**src/rtl/pan_sequencer_if.sv**
```systemverilog
// pan_sequencer_if: host request/response channel (request PAN in, result record out)
interface pan_sequencer_if;
  logic        req_valid;
  logic        req_ready;
  logic [4:0]  req_len;
  logic [75:0] req_bcd;
  logic        res_valid;
  logic        res_ready;
  logic [1:0]  res_status;
  logic        res_luhn_ok;
  logic [2:0]  res_brand;
  logic [4:0]  res_issuer;
  logic [1:0]  res_type;
  logic        res_hit;
  modport master (
    output req_valid, req_len, req_bcd, res_ready,
    input  req_ready, res_valid, res_status, res_luhn_ok, res_brand, res_issuer, res_type, res_hit
  );
  modport slave (
    input  req_valid, req_len, req_bcd, res_ready,
    output req_ready, res_valid, res_status, res_luhn_ok, res_brand, res_issuer, res_type, res_hit
  );
endinterface

```
**src/rtl/pan_sequencer.sv**
```systemverilog
// pan_sequencer: paces a buffered PAN into pan_stream, collects Luhn/IIN results, returns one status record
module pan_sequencer #(
  parameter int DIGIT_GAP = 1,
  parameter int TIMEOUT   = 64,
  parameter int MIN_LEN   = 12,
  parameter int MAX_LEN   = 19
) (
  input  logic                  clk,
  input  logic                  rst,
  pan_sequencer_if.slave        host,
  output logic                  ps_start,
  output logic                  ps_digit_valid,
  output logic [3:0]            ps_digit_in,
  output logic                  ps_pan_end,
  output logic                  ps_abort,
  input  logic                  ps_card_done,
  input  logic                  ps_error_flag,
  input  logic                  luhn_valid,
  input  logic                  meta_valid,
  input  logic [2:0]            brand_id,
  input  logic [4:0]            issuer_id,
  input  logic [1:0]            type_id,
  input  logic                  meta_hit
);
  localparam int GW = DIGIT_GAP > 0 ? $clog2(DIGIT_GAP + 1) : 1;
  localparam int TW = $clog2(TIMEOUT + 1);
  localparam logic [1:0] ST_OK = 2'd0, ST_LEN = 2'd1, ST_STREAM = 2'd2, ST_TIMEOUT = 2'd3;
  typedef enum logic [2:0] {IDLE, START, SEND, GAP, END, WAIT, ABORT, RESP} state_t;
  state_t         state, state_n;
  logic [4:0]     len, k;
  logic [75:0]    bcd;
  logic [GW-1:0]  gcnt;
  logic [TW-1:0]  tcnt;
  logic           done_seen, meta_seen, luhn_r, hit_r;
  logic [1:0]     status, type_r;
  logic [2:0]     brand_r;
  logic [4:0]     issuer_r;
  logic           len_ok, last, gap_done, tmo, err, both;
  assign len_ok   = host.req_len >= 5'(MIN_LEN) && host.req_len <= 5'(MAX_LEN);
  assign last     = k == len - 5'd1;
  assign gap_done = gcnt == GW'(DIGIT_GAP - 1);
  assign tmo      = tcnt == TW'(TIMEOUT - 1);
  assign err      = ps_error_flag && state inside {SEND, GAP, END, WAIT};
  assign both     = (done_seen || ps_card_done) && (meta_seen || meta_valid);
  assign host.req_ready   = state == IDLE;
  assign host.res_valid   = state == RESP;
  assign host.res_status  = status;
  assign host.res_luhn_ok = luhn_r;
  assign host.res_brand   = brand_r;
  assign host.res_issuer  = issuer_r;
  assign host.res_type    = type_r;
  assign host.res_hit     = hit_r;
  assign ps_start       = state == START;
  assign ps_digit_valid = state == SEND;
  assign ps_digit_in    = ps_digit_valid ? bcd[{k, 2'b00} +: 4] : 4'd0;
  assign ps_pan_end     = state == END;
  assign ps_abort       = state == ABORT;
  always_comb begin
    state_n = state;
    case (state)
      IDLE:    state_n = host.req_valid ? (len_ok ? START : RESP) : IDLE;
      START:   state_n = SEND;
      SEND:    state_n = err ? ABORT : DIGIT_GAP > 0 ? GAP : last ? END : SEND;
      GAP:     state_n = err ? ABORT : !gap_done ? GAP : last ? END : SEND;
      END:     state_n = err ? ABORT : WAIT;
      WAIT:    state_n = err ? ABORT : both ? RESP : tmo ? ABORT : WAIT;
      ABORT:   state_n = RESP;
      RESP:    state_n = host.res_ready ? IDLE : RESP;
      default: state_n = IDLE;
    endcase
  end
  always_ff @(posedge clk) begin
    if (rst) begin
      state     <= IDLE;
      len       <= '0;
      bcd       <= '0;
      k         <= '0;
      gcnt      <= '0;
      tcnt      <= '0;
      done_seen <= 1'b0;
      meta_seen <= 1'b0;
      luhn_r    <= 1'b0;
      brand_r   <= '0;
      issuer_r  <= '0;
      type_r    <= '0;
      hit_r     <= 1'b0;
      status    <= ST_OK;
    end else begin
      state <= state_n;
      case (state)
        IDLE: if (host.req_valid) begin
          len       <= host.req_len;
          bcd       <= host.req_bcd;
          k         <= '0;
          done_seen <= 1'b0;
          meta_seen <= 1'b0;
          luhn_r    <= 1'b0;
          brand_r   <= '0;
          issuer_r  <= '0;
          type_r    <= '0;
          hit_r     <= 1'b0;
          status    <= len_ok ? ST_OK : ST_LEN;
        end
        SEND: begin
          gcnt <= '0;
          k    <= DIGIT_GAP == 0 ? k + 5'd1 : k;
        end
        GAP: begin
          gcnt <= gcnt + 1'b1;
          k    <= gap_done ? k + 5'd1 : k;
        end
        END: tcnt <= '0;
        WAIT: begin
          tcnt <= tcnt + 1'b1;
          if (ps_card_done) begin
            done_seen <= 1'b1;
            luhn_r    <= luhn_valid;
          end
          if (meta_valid) begin
            meta_seen <= 1'b1;
            brand_r   <= brand_id;
            issuer_r  <= issuer_id;
            type_r    <= type_id;
            hit_r     <= meta_hit;
          end
        end
        ABORT: begin
          luhn_r   <= 1'b0;
          brand_r  <= '0;
          issuer_r <= '0;
          type_r   <= '0;
          hit_r    <= 1'b0;
        end
        default: ;
      endcase
      if (state_n == ABORT && state != ABORT) status <= err ? ST_STREAM : ST_TIMEOUT;
    end
  end
endmodule
```
**src/flat_wrapper.sv**
```systemverilog
// flat-port wrapper written by rule: the top's interface ports become plain ports
module pan_sequencer_flat 
#(
  parameter int DIGIT_GAP = 1,
  parameter int TIMEOUT   = 64,
  parameter int MIN_LEN   = 12,
  parameter int MAX_LEN   = 19
)
  (clk, rst, ps_start, ps_digit_valid, ps_digit_in, ps_pan_end, ps_abort, ps_card_done, ps_error_flag, luhn_valid, meta_valid, brand_id, issuer_id, type_id, meta_hit, host_req_valid, host_req_len, host_req_bcd, host_res_ready, host_req_ready, host_res_valid, host_res_status, host_res_luhn_ok, host_res_brand, host_res_issuer, host_res_type, host_res_hit);
  pan_sequencer_if host_i ();
  input  logic clk;
  input  logic rst;
  output logic ps_start;
  output logic ps_digit_valid;
  output logic [3:0] ps_digit_in;
  output logic ps_pan_end;
  output logic ps_abort;
  input  logic ps_card_done;
  input  logic ps_error_flag;
  input  logic luhn_valid;
  input  logic meta_valid;
  input  logic [2:0] brand_id;
  input  logic [4:0] issuer_id;
  input  logic [1:0] type_id;
  input  logic meta_hit;
  input wire logic [$bits(host_i.req_valid)-1:0] host_req_valid;
  input wire logic [$bits(host_i.req_len)-1:0] host_req_len;
  input wire logic [$bits(host_i.req_bcd)-1:0] host_req_bcd;
  input wire logic [$bits(host_i.res_ready)-1:0] host_res_ready;
  output wire logic [$bits(host_i.req_ready)-1:0] host_req_ready;
  output wire logic [$bits(host_i.res_valid)-1:0] host_res_valid;
  output wire logic [$bits(host_i.res_status)-1:0] host_res_status;
  output wire logic [$bits(host_i.res_luhn_ok)-1:0] host_res_luhn_ok;
  output wire logic [$bits(host_i.res_brand)-1:0] host_res_brand;
  output wire logic [$bits(host_i.res_issuer)-1:0] host_res_issuer;
  output wire logic [$bits(host_i.res_type)-1:0] host_res_type;
  output wire logic [$bits(host_i.res_hit)-1:0] host_res_hit;
  assign host_i.req_valid = host_req_valid;
  assign host_i.req_len = host_req_len;
  assign host_i.req_bcd = host_req_bcd;
  assign host_i.res_ready = host_res_ready;
  assign host_req_ready = host_i.req_ready;
  assign host_res_valid = host_i.res_valid;
  assign host_res_status = host_i.res_status;
  assign host_res_luhn_ok = host_i.res_luhn_ok;
  assign host_res_brand = host_i.res_brand;
  assign host_res_issuer = host_i.res_issuer;
  assign host_res_type = host_i.res_type;
  assign host_res_hit = host_i.res_hit;
  pan_sequencer #(.DIGIT_GAP(DIGIT_GAP), .TIMEOUT(TIMEOUT), .MIN_LEN(MIN_LEN), .MAX_LEN(MAX_LEN)) u_core (.clk(clk), .rst(rst), .host(host_i), .ps_start(ps_start), .ps_digit_valid(ps_digit_valid), .ps_digit_in(ps_digit_in), .ps_pan_end(ps_pan_end), .ps_abort(ps_abort), .ps_card_done(ps_card_done), .ps_error_flag(ps_error_flag), .luhn_valid(luhn_valid), .meta_valid(meta_valid), .brand_id(brand_id), .issuer_id(issuer_id), .type_id(type_id), .meta_hit(meta_hit));
endmodule
```
**config.mk**
```make
export PLATFORM = sky130hd
export DESIGN_NAME = pan_sequencer_flat
export DESIGN_NICKNAME = d
export VERILOG_FILES = /design/src/rtl/pan_sequencer_if.sv /design/src/rtl/pan_sequencer.sv /design/src/flat_wrapper.sv
export SDC_FILE = /design/constraint.sdc
export NUM_CORES = 1
export LEC_CHECK = 0
export CAP_MARGIN = 0
export CELL_PAD_IN_SITES_DETAIL_PLACEMENT = 2
export CELL_PAD_IN_SITES_GLOBAL_PLACEMENT = 2
export CORE_MARGIN = 2
export CORE_UTILIZATION = 26
export CTS_CLUSTER_DIAMETER = 40
export DETAILED_ROUTE_END_ITERATION = 10
export GPL_ROUTABILITY_DRIVEN = 0
export GPL_TIMING_DRIVEN = 0
export PLACE_DENSITY_LB_ADDON = 0.1
export SYNTH_ARGS = -nofsm -noshare
export SYNTH_HDL_FRONTEND = slang
export SYNTH_SLANG_ARGS = --single-unit
```
**constraint.sdc**
```tcl
create_clock -name clk -period 2.8 [get_ports clk]
set_input_delay 0.84 -clock clk [delete_from_list [all_inputs] [get_ports clk]]
set_output_delay 0.84 -clock clk [all_outputs]
set_load 0.01 [all_outputs]
```
==> impl_results.md <==
- Hold_buf cts: 0
- Fraction of registers with async set or reset after synthesis: 0%
- Total die area: 20900 sq um
- Final net count: 873
- Vias in the first global route: 5306
- Post-synth top area share: 44.0%
- FMAX: 295 MHz
- Cells after DPL: 1003
- Post-synth net total: 722
- Pwr dens: 910 nW/um^2
- Fillers: 2170
- P&R area growth vs syn: 45.7%
- Total gr overflow: 0
- Syn Inst Count: 616
- Yosys top cell by area: dfxtp_1
- Chip width: 145 um
- Normalized max-slew margin: 58.9%
- Initial antenna violation count: 0
- Slew of the pin with the lowest slew margin: 0.616 ns
- Worst hold-check path type: flop to flop
- Final worst setup slack: -0.589 ns
- Worst R2R Setup Slack: 0.21 ns
- CTS root buffer: clkbuf_16
- Max-cap violations: 0
- Final setup fails: 4
- Num CTS Buffers: 17
- Number of flops mapped to enable cells by yosys: 0
- Tmin final: 3.39 ns
- Clock transition at path regs: 0.06 ns
- Post-DR wirelength/cell: 17.9 um
- Worst-path maximum fanout: 5
- Avg Vias per Cell: 4.70
- Area contributors post-synth: dfxtp_1 44%, nand2_1 13%, a21oi_1 9.1%, mux4_1 4.1%, mux4_2 3.5%
- CP Capture Type: primary output
- Largest net degree at the start of global routing: 17
- DPL Wire Length: 13.9 mm
- Most common cell after layout, fill and taps aside: nand2_1
- Fin util: 38.5%
- Die height: 145 um
- Tot Pwr: 6.82 mW
- CTS tree: done
- Crit Path Category: flop to primary output
- Fraction of layout cells with a size suffix above 1: 12.7%
- Initial Util: 26.4%
- Core ar.: 19500 sq um
- Number of distinct library cells after synthesis: 48
- Routed WL: 18.7 mm
- Fin. Hold Viols: 0
- First-pass GRT wire length: 28.8 mm
- Non-Filler Instances: 1045
- Failing checks: negative setup slack
- Mean post-synth cell area: 8.35 sq um
- WP data arrival: 2.55 ns
- Pre-antenna DRT Iters: 4
- Final period util: 121%
- Vias: 4913
- Synthesized area: 5140 sq um
- Clk_lat worst skew: 0.42 ns
- Max VDD drop: 0.000388 V
- Status: finished, violations left
- I/O Pins: 124
- Diode count: 0
- Sinks on Clock Net: 113
- DP Area: 6700 sq um
- Commonest cells after routing, fill and taps aside: 180 x nand2_1, 118 x clkdlybuf4s50_1, 110 x dfxtp_1
- ANT nets after route: 0
- Final Cell Area: 7490 sq um
- Seq/Total Area, Yosys: 44.0%
- CTS Buffer Depth: 2
- Yosys warns: 0
- Req. time, crit path: 1.96 ns
- # DRC: 0
- Main synth FF type: dfxtp_1
- Fin Clk Skew: 0.00724 ns
- Startpoint Class: flop
- Port Buf Inserts: 122
- DRT iter0 DRCs: 172
- P_leak: 2.69 nW
- GRT Util Overall: 18.4%
- Max-slew violations: 0
- H-tree depth: 4
- RSZ-0062 raised after global routing: true
- Seq cells post-synth: 113
- Core Rows: 51
-- synth_stat cells, drive strengths merged (2+ instances only) --
| library cell | instances |
|---|---|
| nand2 | 180 |
| dfxtp | 113 |
| a21oi | 94 |
| nor2 | 41 |
| clkbuf | 33 |
| mux4 | 18 |
| buf | 15 |
| a22oi | 12 |
| nor3 | 12 |
| o21ai | 10 |
| mux2i | 8 |
| xor2 | 8 |
| inv | 7 |
| nor2b | 7 |
| xnor2 | 7 |
| ha | 6 |
| and2 | 5 |
| nand4 | 5 |
| a211oi | 4 |
| nand3 | 4 |
| a21o | 2 |
| a221oi | 2 |
| nand2b | 2 |
| nor3b | 2 |
| o211ai | 2 |
| o21a | 2 |
| o22ai | 2 |
-- state kept, by name, indices dropped and copies added (netlist names), 2 cells and up --
name                    cells
u_core.bcd                 76
u_core.host.res_brand       3
u_core.host.res_issuer      5
u_core.host.res_status      2
u_core.host.res_type        2
u_core.k                    5
u_core.len                  5
u_core.state                3
u_core.tcnt                 7
-- final timing paths --
path                   start                   endpoint  cells after the start
max              u_core.k[0]             ps_digit_in[2]                      8
min           u_core.bcd[27]             u_core.bcd[27]                      2
max reg2reg  u_core.state[1]  u_core.host.res_status[0]                     11
min reg2reg   u_core.bcd[27]             u_core.bcd[27]                      2
-- layer usage --
metal / global-route usage [%] / vias up / routed length, um
met2: 32.3 / 91 / 9500
li1: - / 2399 / -
met3: 3.52 / 20 / 601
met4: 5.31 / 0 / 215
met1: 23.1 / 2403 / 8400
met5: 0 / - / 0
-- repair_timing --
item | in CTS | in global routing
setup endpoints to repair | 7 | 8
setup buffers | 9 | 2
pin swaps | 4 | 5
resized for setup | 35 | 14
-- cell type report --
class / instances / area, sq um / share of cell area (%)
sequential: 113 / 2270 / 30.2
clock inverter: 14 / 201 / 2.69
clock buffer: 18 / 439 / 5.86
multi-input combinational: 448 / 2660 / 35.4
buffer: 47 / 262 / 3.49
timing repair buffer: 133 / 1310 / 17.5
inverter: 7 / 26.3 / 0.351
tap: 265 / 332 / 4.42
-- report_power, final --
part | total (mW) | internal, mW | switching (mW)
sequential | 2.09 | 1.89 | 0.203
combinational | 2.38 | 1.00 | 1.37
clock | 2.35 | 1.52 | 0.826
-- worst max-delay path, stage by stage (launching register included) --
cell	delay, ns
dfxtp_2	0.33
buf_6	0.14
buf_6	0.11
mux4_4	0.63
mux4_2	0.49
nor2b_4	0.15
a21oi_2	0.11
nor2_2	0.06
buf_6	0.12
-- stage by stage --
step	hold WS, ns	TNS, ns	setup WS [ns]
3_3_place_gp	0.439	-2.57	-0.691
2_1_floorplan	0.432	0	0.115
4_1_cts	0.456	-2.27	-0.626
6_report	0.452	-2.19	-0.589
5_1_grt	0.478	-2.55	-0.660
3_5_place_dp	0.449	-3.45	-0.685
-- cell families after synthesis --
logic type / synth area share, %
simple gates: 21.1
flops: 44.0
xor+xnor: 2.55
compound gates: 15.2
buf+inv: 5.35
fa+ha+maj: 1.46
mux: 10.3
No activity file was read; power rests on OpenSTA's default activity.
